<file path="config.mk">
export PLATFORM = sky130hd
export DESIGN_NAME = video_stream_monitor
export DESIGN_NICKNAME = d
export VERILOG_FILES = /design/src/rtl/video_stream_monitor.sv
export SDC_FILE = /design/constraint.sdc
export NUM_CORES = 1
export LEC_CHECK = 0
export ABC_AREA = 1
export CORE_ASPECT_RATIO = 2
export CORE_UTILIZATION = 35
export CTS_BUF_LIST = sky130_fd_sc_hd__clkbuf_16
export DETAILED_ROUTE_END_ITERATION = 7
export GPL_TIMING_DRIVEN = 0
export SYNTH_ARGS = -nofsm -noshare
export SYNTH_HDL_FRONTEND = slang
export SYNTH_SLANG_ARGS = --single-unit
</file>
<file path="constraint.sdc">
create_clock -name clk -period 3.94 [get_ports clk]
set_clock_uncertainty 0.2 [all_clocks]
set_input_delay 1.182 -clock clk [delete_from_list [all_inputs] [get_ports clk]]
set_output_delay 1.182 -clock clk [all_outputs]
set_load 0.01 [all_outputs]
</file>
<file path="src/rtl/video_stream_monitor.sv">
// -----------------------------------------------------------------------------
// video_stream_monitor
//
// AXI4-Stream video pass-through with a built-in timing/geometry monitor.
// Each input component is reduced from IN_COMP_W to OUT_COMP_W bits, either by
// truncation or by round-half-up with saturation. The result goes through a
// 1-deep registered slice. The monitor observes accepted input beats and
// reports the following:
//   * frame and line periods in clk cycles
//   * pixels per line and lines per frame
//   * SOF/EOL toggles
//   * sticky protocol-error flags
//
// Ports:
//   clk, rstn                 clock, asynchronous active-low reset
//   s_axis_video_*            input stream (tdata/tvalid/tready/tuser/tlast)
//   m_axis_video_*            output stream, all outputs registered
//   clr                       synchronous clear of statistics and error flags
//   frame_period/line_period  cycles between the last two accepted SOF/EOL
//   pixels_per_line           beats in the last completed line
//   lines_per_frame           EOL beats in the last completed frame
//   frame_toggle/line_toggle  flip on each accepted SOF/EOL
//   stat_valid                both periods measured at least once
//   err_line_len, err_sof     sticky protocol errors
// -----------------------------------------------------------------------------
module video_stream_monitor #(
   parameter int IN_COMP_W  = 10,
   parameter int OUT_COMP_W = 8,
   parameter int NUM_COMP   = 3,
   parameter int IN_PAD     = 2,
   parameter int ROUND      = 0,
   parameter int CNT_W      = 24
) (
   input  logic                                  clk,
   input  logic                                  rstn,
   input  logic [NUM_COMP*IN_COMP_W+IN_PAD-1:0]  s_axis_video_tdata,
   input  logic                                  s_axis_video_tvalid,
   output logic                                  s_axis_video_tready,
   input  logic                                  s_axis_video_tuser,
   input  logic                                  s_axis_video_tlast,
   output logic [NUM_COMP*OUT_COMP_W-1:0]        m_axis_video_tdata,
   output logic                                  m_axis_video_tvalid,
   output logic                                  m_axis_video_tuser,
   output logic                                  m_axis_video_tlast,
   input  logic                                  m_axis_video_tready,
   input  logic                                  clr,
   output logic [CNT_W-1:0]                      frame_period,
   output logic [CNT_W-1:0]                      line_period,
   output logic [15:0]                           pixels_per_line,
   output logic [15:0]                           lines_per_frame,
   output logic                                  frame_toggle,
   output logic                                  line_toggle,
   output logic                                  stat_valid,
   output logic                                  err_line_len,
   output logic                                  err_sof
);

   localparam int IN_W    = NUM_COMP*IN_COMP_W+IN_PAD;
   localparam int OUT_W   = NUM_COMP*OUT_COMP_W;
   localparam int DIFF    = IN_COMP_W-OUT_COMP_W;
   localparam int HALF_SH = (DIFF > 0) ? DIFF-1 : 0;
   // Rounding increment: half an output LSB, or nothing for truncation/pass-through
   localparam logic [IN_COMP_W:0] HALF = (ROUND != 0 && DIFF > 0) ?
      ({{IN_COMP_W{1'b0}}, 1'b1} << HALF_SH) : {(IN_COMP_W+1){1'b0}};
   localparam logic [CNT_W-1:0] CNT_ZERO = {CNT_W{1'b0}};
   localparam logic [CNT_W-1:0] CNT_ONE  = {{(CNT_W-1){1'b0}}, 1'b1};
   localparam logic [CNT_W-1:0] CNT_MAX  = {CNT_W{1'b1}};

   // Reduce one component; an overflow of the rounding add saturates to all-ones
   function automatic logic [OUT_COMP_W-1:0] conv_comp(input logic [IN_COMP_W-1:0] c);
      logic [IN_COMP_W:0] sum;
      sum = {1'b0, c} + HALF;
      if (sum[IN_COMP_W]) begin
         conv_comp = {OUT_COMP_W{1'b1}};
      end else begin
         conv_comp = sum[IN_COMP_W-1 -: OUT_COMP_W];
      end
   endfunction

   function automatic logic [CNT_W-1:0] sat_inc_cnt(input logic [CNT_W-1:0] v);
      sat_inc_cnt = (v == CNT_MAX) ? v : v + CNT_ONE;
   endfunction

   function automatic logic [15:0] sat_inc_16(input logic [15:0] v);
      sat_inc_16 = (v == 16'hFFFF) ? v : v + 16'd1;
   endfunction

   // Pad bits carry no information
   generate
      if (IN_PAD > 0) begin : g_pad
         logic pad_unused_s;
         assign pad_unused_s = ^s_axis_video_tdata[IN_W-1 -: IN_PAD];
      end
   endgenerate

   // ---------------- state ----------------
   logic [OUT_W-1:0] m_data_q, m_data_d;
   logic             m_valid_q, m_valid_d;
   logic             m_user_q, m_user_d;
   logic             m_last_q, m_last_d;
   logic [CNT_W-1:0] cyc_f_q, cyc_f_d, cyc_l_q, cyc_l_d;
   logic [CNT_W-1:0] frame_period_q, frame_period_d, line_period_q, line_period_d;
   logic [15:0]      pix_q, pix_d, ppl_q, ppl_d, lc_q, lc_d, lpf_q, lpf_d;
   logic             frame_tog_q, frame_tog_d, line_tog_q, line_tog_d;
   logic [1:0]       sof_cnt_q, sof_cnt_d, eol_cnt_q, eol_cnt_d;
   logic             stat_valid_q, stat_valid_d;
   logic             err_line_len_q, err_line_len_d, err_sof_q, err_sof_d;

   logic             s_ready_s, beat_s, stat_beat_s, sof_s, eol_s;
   logic [OUT_W-1:0] conv_s;
   logic [15:0]      pix_base_s, pix_inc_s, lc_base_s;

   // Handshake and component conversion
   always_comb begin
      s_ready_s = m_axis_video_tready | ~m_valid_q;
      beat_s    = s_axis_video_tvalid & s_ready_s;
      conv_s    = {OUT_W{1'b0}};
      for (int k = 0; k < NUM_COMP; k++) begin
         conv_s[k*OUT_COMP_W +: OUT_COMP_W] = conv_comp(s_axis_video_tdata[k*IN_COMP_W +: IN_COMP_W]);
      end
   end

   // Output slice: load on a beat, drain when downstream takes it, hold when stalled
   always_comb begin
      m_data_d  = m_data_q;
      m_user_d  = m_user_q;
      m_last_d  = m_last_q;
      m_valid_d = m_valid_q;
      if (beat_s) begin
         m_data_d  = conv_s;
         m_user_d  = s_axis_video_tuser;
         m_last_d  = s_axis_video_tlast;
         m_valid_d = 1'b1;
      end else if (m_axis_video_tready) begin
         m_valid_d = 1'b0;
      end else begin
         m_valid_d = m_valid_q;
      end
   end

   // Monitor: a beat in a clr cycle is ignored by the statistics
   always_comb begin
      stat_beat_s = beat_s & ~clr;
      sof_s       = stat_beat_s & s_axis_video_tuser;
      eol_s       = stat_beat_s & s_axis_video_tlast;
      // SOF mid-line restarts the line count before this beat is added
      pix_base_s  = (sof_s && pix_q != 16'd0) ? 16'd0 : pix_q;
      pix_inc_s   = sat_inc_16(pix_base_s);
      // SOF takes effect before EOL when both arrive on the same beat
      lc_base_s   = sof_s ? 16'd0 : lc_q;

      cyc_f_d        = sof_s ? CNT_ONE : sat_inc_cnt(cyc_f_q);
      cyc_l_d        = eol_s ? CNT_ONE : sat_inc_cnt(cyc_l_q);
      frame_period_d = sof_s ? cyc_f_q : frame_period_q;
      line_period_d  = eol_s ? cyc_l_q : line_period_q;
      lpf_d          = sof_s ? lc_q : lpf_q;
      lc_d           = eol_s ? sat_inc_16(lc_base_s) : lc_base_s;
      frame_tog_d    = frame_tog_q ^ sof_s;
      line_tog_d     = line_tog_q ^ eol_s;
      err_sof_d      = err_sof_q | (sof_s & (pix_q != 16'd0));
      // A length comparison needs at least one earlier measured line
      err_line_len_d = err_line_len_q | (eol_s & (eol_cnt_q != 2'd0) & (pix_inc_s != ppl_q));

      if (eol_s) begin
         ppl_d = pix_inc_s;
         pix_d = 16'd0;
      end else if (stat_beat_s) begin
         ppl_d = ppl_q;
         pix_d = pix_inc_s;
      end else begin
         ppl_d = ppl_q;
         pix_d = pix_q;
      end

      // The first latch of each period is partial, so validity needs two events of each
      sof_cnt_d    = (sof_s && sof_cnt_q != 2'd2) ? sof_cnt_q + 2'd1 : sof_cnt_q;
      eol_cnt_d    = (eol_s && eol_cnt_q != 2'd2) ? eol_cnt_q + 2'd1 : eol_cnt_q;
      stat_valid_d = stat_valid_q | ((sof_cnt_d == 2'd2) & (eol_cnt_d == 2'd2));

      if (clr) begin
         cyc_f_d        = CNT_ZERO;
         cyc_l_d        = CNT_ZERO;
         frame_period_d = CNT_ZERO;
         line_period_d  = CNT_ZERO;
         pix_d          = 16'd0;
         ppl_d          = 16'd0;
         lc_d           = 16'd0;
         lpf_d          = 16'd0;
         frame_tog_d    = 1'b0;
         line_tog_d     = 1'b0;
         sof_cnt_d      = 2'd0;
         eol_cnt_d      = 2'd0;
         stat_valid_d   = 1'b0;
         err_line_len_d = 1'b0;
         err_sof_d      = 1'b0;
      end else begin
         stat_valid_d   = stat_valid_d;
      end
   end

   // State register for slice and monitor
   always_ff @(posedge clk or negedge rstn) begin
      if (!rstn) begin
         m_data_q       <= {OUT_W{1'b0}};
         m_valid_q      <= 1'b0;
         m_user_q       <= 1'b0;
         m_last_q       <= 1'b0;
         cyc_f_q        <= CNT_ZERO;
         cyc_l_q        <= CNT_ZERO;
         frame_period_q <= CNT_ZERO;
         line_period_q  <= CNT_ZERO;
         pix_q          <= 16'd0;
         ppl_q          <= 16'd0;
         lc_q           <= 16'd0;
         lpf_q          <= 16'd0;
         frame_tog_q    <= 1'b0;
         line_tog_q     <= 1'b0;
         sof_cnt_q      <= 2'd0;
         eol_cnt_q      <= 2'd0;
         stat_valid_q   <= 1'b0;
         err_line_len_q <= 1'b0;
         err_sof_q      <= 1'b0;
      end else begin
         m_data_q       <= m_data_d;
         m_valid_q      <= m_valid_d;
         m_user_q       <= m_user_d;
         m_last_q       <= m_last_d;
         cyc_f_q        <= cyc_f_d;
         cyc_l_q        <= cyc_l_d;
         frame_period_q <= frame_period_d;
         line_period_q  <= line_period_d;
         pix_q          <= pix_d;
         ppl_q          <= ppl_d;
         lc_q           <= lc_d;
         lpf_q          <= lpf_d;
         frame_tog_q    <= frame_tog_d;
         line_tog_q     <= line_tog_d;
         sof_cnt_q      <= sof_cnt_d;
         eol_cnt_q      <= eol_cnt_d;
         stat_valid_q   <= stat_valid_d;
         err_line_len_q <= err_line_len_d;
         err_sof_q      <= err_sof_d;
      end
   end

   assign s_axis_video_tready = s_ready_s;
   assign m_axis_video_tdata  = m_data_q;
   assign m_axis_video_tvalid = m_valid_q;
   assign m_axis_video_tuser  = m_user_q;
   assign m_axis_video_tlast  = m_last_q;
   assign frame_period        = frame_period_q;
   assign line_period         = line_period_q;
   assign pixels_per_line     = ppl_q;
   assign lines_per_frame     = lpf_q;
   assign frame_toggle        = frame_tog_q;
   assign line_toggle         = line_tog_q;
   assign stat_valid          = stat_valid_q;
   assign err_line_len        = err_line_len_q;
   assign err_sof             = err_sof_q;

endmodule

</file>
### After elaboration in Yosys (flattened, before gate mapping)

Cells that the tools add are included.
W data, S select, Z words.

| cells by class | value |
|---|---|
| add/subtract/negate cells | 6 |
| equal/unequal tests | 11 |
| mux-type cells | 34 |
| bitwise gates (word level) | 16 |
| reduce and logical (&&, ||, !) cells | 9 |

Operators with widths:

| operator | number |
|---|---|
| $mux W24 | 10 |
| $mux W16 | 13 |
| $add A24 B1 Y24 const B | 2 |
| $eq A24 B24 Y1 const B | 2 |
| $add A16 B1 Y16 const B | 2 |
| $eq A16 B16 Y1 const B | 2 |
| $ne A16 B16 Y1 | 1 |
| $reduce_bool A16 Y1 | 1 |
| $and A1 B1 Y1 | 8 |
| $mux W2 | 4 |
| $reduce_bool A2 Y1 | 4 |
| $mux W1 | 7 |
| $ne A3 B3 Y1 const B | 2 |
| $add A2 B1 Y2 const B | 2 |
| $eq A2 B2 Y1 const B | 2 |
| $ne A2 B2 Y1 const B | 2 |
| $or A1 B1 Y1 | 4 |
| $logic_and A1 B1 Y1 | 3 |
| $reduce_bool A3 Y1 | 1 |
| $not A1 Y1 | 2 |
| $xor A1 B1 Y1 | 2 |

| word-level totals | value |
|---|---|
| register bits after elaboration | 196 |
| bits of input ports | 39 |
| output and inout port bits | 113 |
| logic and storage cells | 95 |

### Longest topological paths before layout

Gate-level depths: netlist of run 1.

| depth | value |
|---|---|
| depth after elaboration | 13 |
| gate-level depth with buffers | 24 |
| depth with buffers taken out | 23 |

### Worst setup path before layout of run 1

Ideal clock, no wire load.

| timing path | value |
|---|---|
| path kind | input to register |
| from | input m_axis_video_tready |
| to | register lc_q[11] |
| library setup time | 0.077 ns |
| arrival time | 3.462 ns |
| data required time | 3.663 ns |
| path slack | 0.201 ns |
| cell stages on the path | 21 |
| buffers on the path | 3 |
| path through | inv_1 nand2_4 nand2_1 inv_2 nand3_2 buf_4 buf_2 clkbuf_1 nand2_1 inv_1 ha_1 nand4_1 nor4_2 nand2_1 nand2_2 inv_2 nand3_1 nor2_1 nand2_1 o21ai_0 a21oi_1 |

| on the way | value |
|---|---|
| word-level cells in the longest chain between the ends | 9 |
| elaborated cells between the ends (all ways) | 11 |
| those cells by class | 1 x add/sub; 1 x eq/ne; 4 x mux; 5 x bitwise |

RTL lines:

| element | line | RTL |
|---|---|---|
| start: declaration | 45 | `input logic m_axis_video_tready,` |
| $or A1 B1 Y1 (*) | 115 | `s_ready_s = m_axis_video_tready \| ~m_valid_q;` |
| via s_axis_video_tready | 38 | `output logic s_axis_video_tready,` |
| $and A1 B1 Y1 (*) | 116 | `beat_s = s_axis_video_tvalid & s_ready_s;` |
| $and A1 B1 Y1 (*) | 143 | `stat_beat_s = beat_s & ~clr;` |
| $and A1 B1 Y1 | 144 | `sof_s = stat_beat_s & s_axis_video_tuser;` |
| $mux W16 | 150 | `lc_base_s = sof_s ? 16'd0 : lc_q;` |
| $add A16 B1 Y16 / $eq A16 B16 Y1 (equally long branches) | 85 | `sat_inc_16 = (v == 16'hFFFF) ? v : v + 16'd1;` |
| $mux W16 | 85 |  |
| $mux W16 (*) | 157 | `lc_d = eol_s ? sat_inc_16(lc_base_s) : lc_base_s;` |
| $mux W16 (*) | 180 | `if (clr) begin` |
| via lc_d[11] | 103 | `logic [15:0] pix_q, pix_d, ppl_q, ppl_d, lc_q, lc_d, lpf_q, lpf_d;` |
| end signal: assignment | 234 | `lc_q <= lc_d;` |
| end: declaration | 103 |  |

The timed path passes the listed nets; every way through them passes the cells marked *.
A chain may end at the register's enable or synchronous reset.

### Worst setup path in the final report of run 1

| timing path | value |
|---|---|
| from | input s_axis_video_tuser |
| to | register err_line_len_q (netlist: err_line_len) |

| on the way | value |
|---|---|
| word-level cells in the longest chain between the ends | 9 |
| elaborated cells between the ends (all ways) | 10 |
| those cells by class | 1 x add/sub; 2 x eq/ne; 3 x mux; 3 x bitwise; 1 x reduce/logical |

RTL lines:

| element | line | RTL |
|---|---|---|
| start: declaration | 39 | `input logic s_axis_video_tuser,` |
| $and A1 B1 Y1 (*) | 144 |  |
| $logic_and A1 B1 Y1 (*) | 147 | `pix_base_s = (sof_s && pix_q != 16'd0) ? 16'd0 : pix_q;` |
| $mux W16 (*) | 147 |  |
| $add A16 B1 Y16 / $eq A16 B16 Y1 (equally long branches) | 85 |  |
| $mux W16 (*) | 85 |  |
| $ne A16 B16 Y1 (*) | 162 | `err_line_len_d = err_line_len_q \| (eol_s & (eol_cnt_q != 2'd0) & (pix_inc_s != ppl_q));` |
| $and A1 B1 Y1 (*) | 162 |  |
| $or A1 B1 Y1 (*) | 162 |  |
| $mux W1 (*) | 180 |  |
| via err_line_len_d | 107 | `logic err_line_len_q, err_line_len_d, err_sof_q, err_sof_d;` |
| end signal: assignment | 241 | `err_line_len_q <= err_line_len_d;` |
| end: declaration | 107 |  |

Marks and branches as above.

==> results of run 1 <==
-- synth_stat cells, drive strengths merged (3+ instances only) --
library cell | count | area [um^2]
xor2 | 7 | 61.3
a22o | 12 | 105
nor4 | 5 | 37.5
o21ai | 101 | 505
a221oi | 4 | 35.0
a21oi | 41 | 209
nand3 | 72 | 393
nand4 | 19 | 134
o21a | 3 | 22.5
nand3b | 6 | 45.0
nor3 | 30 | 150
nand2 | 306 | 1180
ha | 7 | 87.6
a31oi | 5 | 31.3
dfrtp | 196 | 4900
nor2 | 105 | 419
clkbuf | 27 | 111
o22ai | 23 | 144
a211oi | 6 | 45.0
buf | 9 | 73.8
inv | 151 | 567
-- power by group --
| part | total, uW | switching (uW) | leakage [uW] | internal (uW) |
|---|---|---|---|---|
| registers | 2100 | 33.2 | 0.00268 | 2060 |
| logic | 419 | 251 | 0.00241 | 168 |
| clock network | 1770 | 829 | 0.000282 | 941 |
| total | 4290 | 1110 | 0.00537 | 3170 |
-- critical path: cells and delay by family --
family	cells	cell delay, ns
xor gates and xnor gates	1	0.15
AOI/OAI and AO/OA	1	0.05
and+or+nand+nor	15	1.62
adders and majority gates	1	0.16
buffers and inverters	4	0.65
-- final cells by class --
cell class	instances	area (um^2)
inverter	152	579
clock buffer	17	425
tap	344	430
multi-input combinational	761	3770
buffer	36	215
clock inverter	14	154
fill	2627	14200
timing repair buffer	166	1640
sequential	196	4900
-- routing by layer --
metal | wire length, um | up-vias | global-route usage, %
met5 | 0 | - | 0
met4 | 1470 | 0 | 12.5
met3 | 896 | 75 | 4.17
met2 | 15700 | 179 | 41.5
met1 | 9830 | 4023 | 19.5
li1 | - | 4106 | -
-- per-stage QoR --
| stage | instances | area, um^2 |
|---|---|---|
| 5_1_grt | 1686 | 12100 |
| 6_report | 1686 | 12100 |
| 4_1_cts | 1674 | 12000 |
| 3_5_place_dp | 1633 | 11200 |
| 2_1_floorplan | 1146 | 9340 |
| 3_3_place_gp | 1632 | 11200 |
-- placed cells by master (no fill, tap or decap), types with 6 or more instances in the layout --
| cell type | n |
|---|---|
| dfrtp_1 | 196 |
| clkdlybuf4s50_1 | 138 |
| inv_1 | 142 |
| a211oi_1 | 6 |
| inv_2 | 6 |
| o22ai_1 | 23 |
| o21ai_0 | 99 |
| clkbuf_16 | 17 |
| nand2_2 | 7 |
| nand2_1 | 295 |
| nand3_2 | 6 |
| nand3b_1 | 6 |
| ha_1 | 6 |
| clkbuf_1 | 25 |
| a21oi_1 | 40 |
| nand3_1 | 65 |
| xor2_1 | 6 |
| nor2_2 | 10 |
| nand4_1 | 18 |
| nor3_1 | 30 |
| buf_4 | 21 |
| a22o_1 | 12 |
| nor2_1 | 90 |
-- repair_timing --
item	4_1_cts	5_1_grt
gates resized for setup	20	21
gates cloned	0	0
pin swaps	5	21
buffers inserted	11	12
setup endpoints to repair	19	12
-- registers in the layout, summed over array words and instances (netlist names) --
name	flops
err_line_len	1
err_sof	1
lc_q	16
lines_per_frame	16
line_period	24
m_axis_video_tdata	24
line_toggle	1
eol_cnt_q	2
cyc_f_q	24
pixels_per_line	16
m_axis_video_tuser	1
m_axis_video_tlast	1
sof_cnt_q	2
stat_valid	1
frame_period	24
frame_toggle	1
cyc_l_q	24
m_axis_video_tvalid	1
pix_q	16
-- how the worst max path moves through the flow --
stage,start,endpoint,slack [ns],depth (start not counted)
after floorplan,m_axis_video_tready,lc_q[11]$_DFF_PN0_,0.20,21
after global placement,rstn,frame_period[17]$_DFFE_PN0P_,-7.12,1
after detailed placement,m_axis_video_tready,lc_q[11]$_DFF_PN0_,-1.24,22
after CTS,m_axis_video_tready,lc_q[10]$_DFF_PN0_,0.01,20
after global routing,s_axis_video_tuser,err_line_len$_DFF_PN0_,0.10,23
final,s_axis_video_tuser,err_line_len$_DFF_PN0_,0.25,22
-- cell families (layout without fill, tap and decap cells) --
group | count (synthesis) | in the layout | share of synthesized area (%)
AOI/OAI and AO/OA | 199 | 199 | 12.1
adders and majority gates | 7 | 7 | 0.938
xor gates and xnor gates | 8 | 8 | 0.750
buffers and inverters | 189 | 385 | 8.18
DFF | 196 | 196 | 52.5
and+or+nand+nor | 547 | 547 | 25.5
==> results.md, run 1 <==
* Status: completed
* WL/cell at 16.6 um
* FFs w/ async S/R, synth at 100%
* Slack of the critical path at 0.245 ns
* Buffers added on ports at 142
* Hold buffers post-CTS at 0
* Pin count of the biggest net entering global routing at 102
* Worst Max-Slew Pin Slew at 0.812 ns
* EDFF count, synth at 0
* # setup viols final at 0
* CTS tree: built
* Die width at 118 um
* 1st-iter DRT viols at 423
* Final Hold Fails at 0
* R2R depth at 23
* Final wirelength at 27900 um
* Hold Path Depth at 2
* Area grow syn2layout at 29.7%
* Unique masters post-synth at 48
* Antenna-violating nets left at 0
* NumNets Final at 1376
* Ys Warns at 0
* Worst hold path type: reg -> reg
* Clock sinks at 196
* Worst reg2reg setup slack at 0.61 ns
* Rows at 84
* Clock Latency Late Sink at 0.46 ns
* Dpl ws at -1.24 ns
* LEAKAGE at 0.00537 uW
* Placeable Area at 26300 um^2
* Power, Total at 4290 uW
* Grt total ovfl at 0
* H-tree levels at 4
* # Max-Cap Violations at 0
* CP Capture Type: register
* # diodes at 0
* Final Util at 46.1%
* Ports at 152
* Slowest-stage cell, CP: dlygate4sd2_1
* R2r endpoint: err_line_len$_DFF_PN0_
* Die footprint at 27400 um^2
* Die height at 233 um
* All-Layer GR Usage at 21.0%
* Crit path time final at 3.69 ns
* Syn Nets at 1192
* Worst path required time at 4.06 ns
* Detailed-route vias per instance at 4.97
* Setup CP Type: in -> reg
* Initial Util at 35.6%
* Critical R2R Launch: pix_q[7]$_DFFE_PN0P_
* CTS Buf Count at 17
* RSZ-0062 raised after global routing: no
* Layout cell share with drive strength beyond 1 at 8.42%
* DR vias at 8383
* Clock transition at the registers of the reported paths at 0.07 ns
* RD Place Congestion at 0.923
* TNS Setup at 0 ns
* Synth Flop Type: dfrtp_1
* Worst Hold Slack at 0.277 ns
* Mapped Cells at 1146
* Hpwl dp at 20700 um
* Global-route wire length before repair at 44000 um
* Startpoint types: input pin
* Max IR drop VDD at 0.265 mV
* DRC viols at 0
* PwrDens at 354 nW/um^2
* Post-synthesis register bit count at 196
* Mapped Area at 9340 um^2
* Worst hold start: m_axis_video_tuser$_DFFE_PN0P_
* Initial antenna violation count at 0
* Fmax at 271 MHz
* Critical path arrival at 3.81 ns
* Vias in the first global route at 8668
* Slew HR at 45.9%
* Slew Viols, Final at 0
* Slowest stage delay, CP at 0.31 ns
* Critical path fanouts, max at 4
* Root buf cell: clkbuf_16
* Worst-case clock buffer depth at 2
* Final worst path period share at 93.8%
* Critical path, cell by cell: dlygate4sd2_1 -> nand3_4 -> nor2_4 -> nand2_4 -> buf_8 -> clkinvlp_4 -> nor2_4 -> ha_4 -> nand2_2 -> nand3b_1 -> nor2_4 -> buf_6 -> xor2_2 -> nand2_1 -> nand2_1 -> nand2_1 -> nor2_1 -> nand2_1 -> nor2_2 -> nand3_2 -> nand2_2 -> a21oi_2
* Pre-Repair DR Iteration Count at 5
* Critical path's most frequent cell: nand2_1
* WHS Endpoint: m_axis_video_tuser$_DFFE_PN0P_
* Sequential share of the synthesized area at 52.5%
* Synth Area per Inst at 8.15 um^2
No activity file was read; power rests on OpenSTA's default activity.
==> run 2: changes to the inputs <==
--- a/config.mk
+++ b/config.mk
@@ -6,11 +6,14 @@
 export NUM_CORES = 1
 export LEC_CHECK = 0
 export ABC_AREA = 1
+export CELL_PAD_IN_SITES_DETAIL_PLACEMENT = 1
+export CELL_PAD_IN_SITES_GLOBAL_PLACEMENT = 1
 export CORE_ASPECT_RATIO = 2
 export CORE_UTILIZATION = 35
 export CTS_BUF_LIST = sky130_fd_sc_hd__clkbuf_16
 export DETAILED_ROUTE_END_ITERATION = 7
 export GPL_TIMING_DRIVEN = 0
+export PLACE_DENSITY_LB_ADDON = 0.1
 export SYNTH_ARGS = -nofsm -noshare
 export SYNTH_HDL_FRONTEND = slang
 export SYNTH_SLANG_ARGS = --single-unit
==> results.md, run 2 (same netlist as run 1, synthesis figures left out) <==
* Worst-case clock buffer depth at 2 (unchanged)
* Antenna-violating nets left at 0 (unchanged)
* Hpwl dp at 22900 um (+10%)
* Dpl ws at -1.45 ns (-0.219 ns)
* Critical R2R Launch: pix_q[0]$_DFFE_PN0P_
* Psw at 1070 uW (-3.7%)
* Worst Max-Slew Pin Slew at 0.735 ns (-0.0772 ns)
* Grt total ovfl at 0 (unchanged)
* Vias in the first global route at 9101 (+5.0%)
* LEAKAGE at 0.00533 uW (-0.87%)
* Critical path startpoint: m_axis_video_tready
* # setup viols final at 0 (unchanged)
* RSZ-0062 raised after global routing: yes
* Die footprint at 27400 um^2 (unchanged)
* CTS Buf Count at 17 (unchanged)
* Placeable Area at 26300 um^2 (unchanged)
* Slowest-stage cell, CP: clkdlybuf4s50_1
* Final Hold Fails at 0 (unchanged)
* Buffers added on ports at 142 (unchanged)
* Crit path time final at 3.86 ns (+0.163 ns)
* All-Layer GR Usage at 23.1% (+2.1 points)
* RD Place Congestion at 0.839 (-9.1%)
* Rows at 84 (unchanged)
* Worst path required time at 4.07 ns (about the same)
* # Max-Cap Violations at 0 (unchanged)
* Dpl cells at 1633 (unchanged)
* Sw Ratio at 25.8% (-0.17 points)
* Slack of the critical path at 0.0824 ns (-0.163 ns)
* Global-route wire length before repair at 48400 um (+9.9%)
* Fin cells at 1686 (unchanged)
* Ports at 152 (unchanged)
* Layout cell share with drive strength beyond 1 at 7.68% (-0.75 points)
* Clock power share at 39.3% (-2.0 points)
* Root buf cell: clkbuf_16
* 1st-iter DRT viols at 344 (-19%)
* Pin count of the biggest net entering global routing at 108 (+5.9%)
* Critical path's most frequent cell: nand2_1
* WL/cell at 17.8 um (+7.7%)
* Sequential share of power at 50.5% (+1.6 points)
* DRC viols at 0 (unchanged)
* Worst hold path type: reg -> reg
* Internal power at 3080 uW (-2.8%)
* # diodes at 0 (unchanged)
* DR vias at 8503 (+1.4%)
* Slowest stage delay, CP at 0.41 ns (+0.10 ns)
* Fmax at 259 MHz (-4.2%)
* H-tree levels at 4 (unchanged)
* Initial Util at 35.6% (unchanged)
* PwrDens at 345 nW/um^2 (-2.5%)
* Pre-Repair DR Iteration Count at 4 (-1)
* Gate power share at 10.2% (+0.4 points)
* Clock transition at the registers of the reported paths at 0.07 ns (about the same)
* Worst path depth at 25 (+14%)
* Critical path arrival at 3.99 ns (+0.18 ns)
* CP Capture Type: register
* Buf/Inv on CP at 5 (+1)
* Commonest non-fill, non-tap cell in the layout: nand2_1
* Crit-path leading delay family: simple AND/OR/NAND/NOR gates
* Setup CP Type: in -> reg
* Final worst path period share at 97.9% (+4.1 points)
* Die height at 233 um (unchanged)
* Area grow syn2layout at 29.0%
* Startpoint types: input pin
* R2r endpoint: err_line_len$_DFF_PN0_
* Slew HR at 51.0% (+5.1 points)
* Detailed-route vias per instance at 5.04 (+1.4%)
* CP Capture Point: err_line_len$_DFF_PN0_
* Clock sinks at 196 (unchanged)
* Worst reg2reg setup slack at 0.59 ns (-0.02 ns)
* Die width at 118 um (unchanged)
* NumNets Final at 1376 (unchanged)
* CTS tree: built
* Max IR drop VDD at 0.297 mV (+12%)
* Commonest cells after routing, fill and taps aside: 297 x nand2_1, 196 x dfrtp_1, 145 x inv_1
* Final wirelength at 30100 um (+7.7%)
* Status: completed
* Slew Viols, Final at 0 (unchanged)
* R2R depth at 24 (+4.3%)
* Critical path fanouts, max at 4 (unchanged)
* Initial antenna violation count at 0 (unchanged)
* Clock Latency Late Sink at 0.46 ns (about the same)
run 2: through the flow:
stage / hold WS (ns) / total power [uW] / util, % / setup TNS [ns] / instance area (um^2)
after global routing: 0.307 / 4320 / 45.9 / -0.298 / 12100
after CTS: 0.282 / 4220 / 45.5 / 0 / 12000
final: 0.278 / 4150 / 45.9 / 0 / 12100
after floorplan: 0.265 / 2300 / - / 0 / 9340
after detailed placement: 0.264 / 2560 / 42.7 / -35.82 / 11200
after global placement: 0.257 / 2550 / 42.6 / -1475.01 / 11200
run 2: worst min-delay path, delay by kind of cell, from the launching register on:
kind             cells  cell delay (ns)
and+or+nand+nor      2             0.09
DFF                  1             0.35
run 2: how the worst min path moves through the flow:
stage | cells after the start | end | slack, ns | startpoint
after detailed placement | 2 | frame_period[23]$_DFFE_PN0P_ | 0.26 | frame_period[23]$_DFFE_PN0P_
after global routing | 2 | frame_period[23]$_DFFE_PN0P_ | 0.31 | frame_period[23]$_DFFE_PN0P_
after CTS | 2 | frame_period[23]$_DFFE_PN0P_ | 0.28 | frame_period[23]$_DFFE_PN0P_
final | 2 | frame_period[23]$_DFFE_PN0P_ | 0.28 | frame_period[23]$_DFFE_PN0P_
after global placement | 2 | frame_period[23]$_DFFE_PN0P_ | 0.26 | frame_period[23]$_DFFE_PN0P_
after floorplan | 1 | cyc_l_q[2]$_DFFE_PN0P_ | 0.26 | cyc_l_q[2]$_DFFE_PN0P_
run 2: repair_timing:
item	4_1_cts	5_1_grt
endpoints found under the setup margin	35	8
pin swaps	9	11
hold buffers	0	0
resized for setup	20	13
endpoints found under the hold margin	0	0
buffers inserted	17	6
run 2: routing by layer:
layer,GRT usage (%),vias up,share of wire (%)
met5,0,-,0
met4,10.5,0,3.6
met3,3.63,52,2.1
met2,46.6,129,58
met1,22.5,4225,36
li1,-,4097,-
run 2: power groups by stage:
stage / clock, uW / sequential (uW) / combinational [uW]
6_report: 1630 / 2100 / 424
5_1_grt: 1750 / 2100 / 468
4_1_cts: 1690 / 2100 / 431
3_5_place_dp: 0 / 2140 / 421
3_3_place_gp: 0 / 2140 / 410
2_1_floorplan: 0 / 2150 / 149
run 2: area by class of cell:
class	count	area (um^2)
Clock buffer	17	425
Clock inverter	14	98.8
Inverter	152	579
Fill cell	3185	14200
Timing Repair Buffer	166	1640
Multi-Input combinational cell	761	3760
Tap cell	344	430
Sequential cell	196	4900
Buffer	36	215
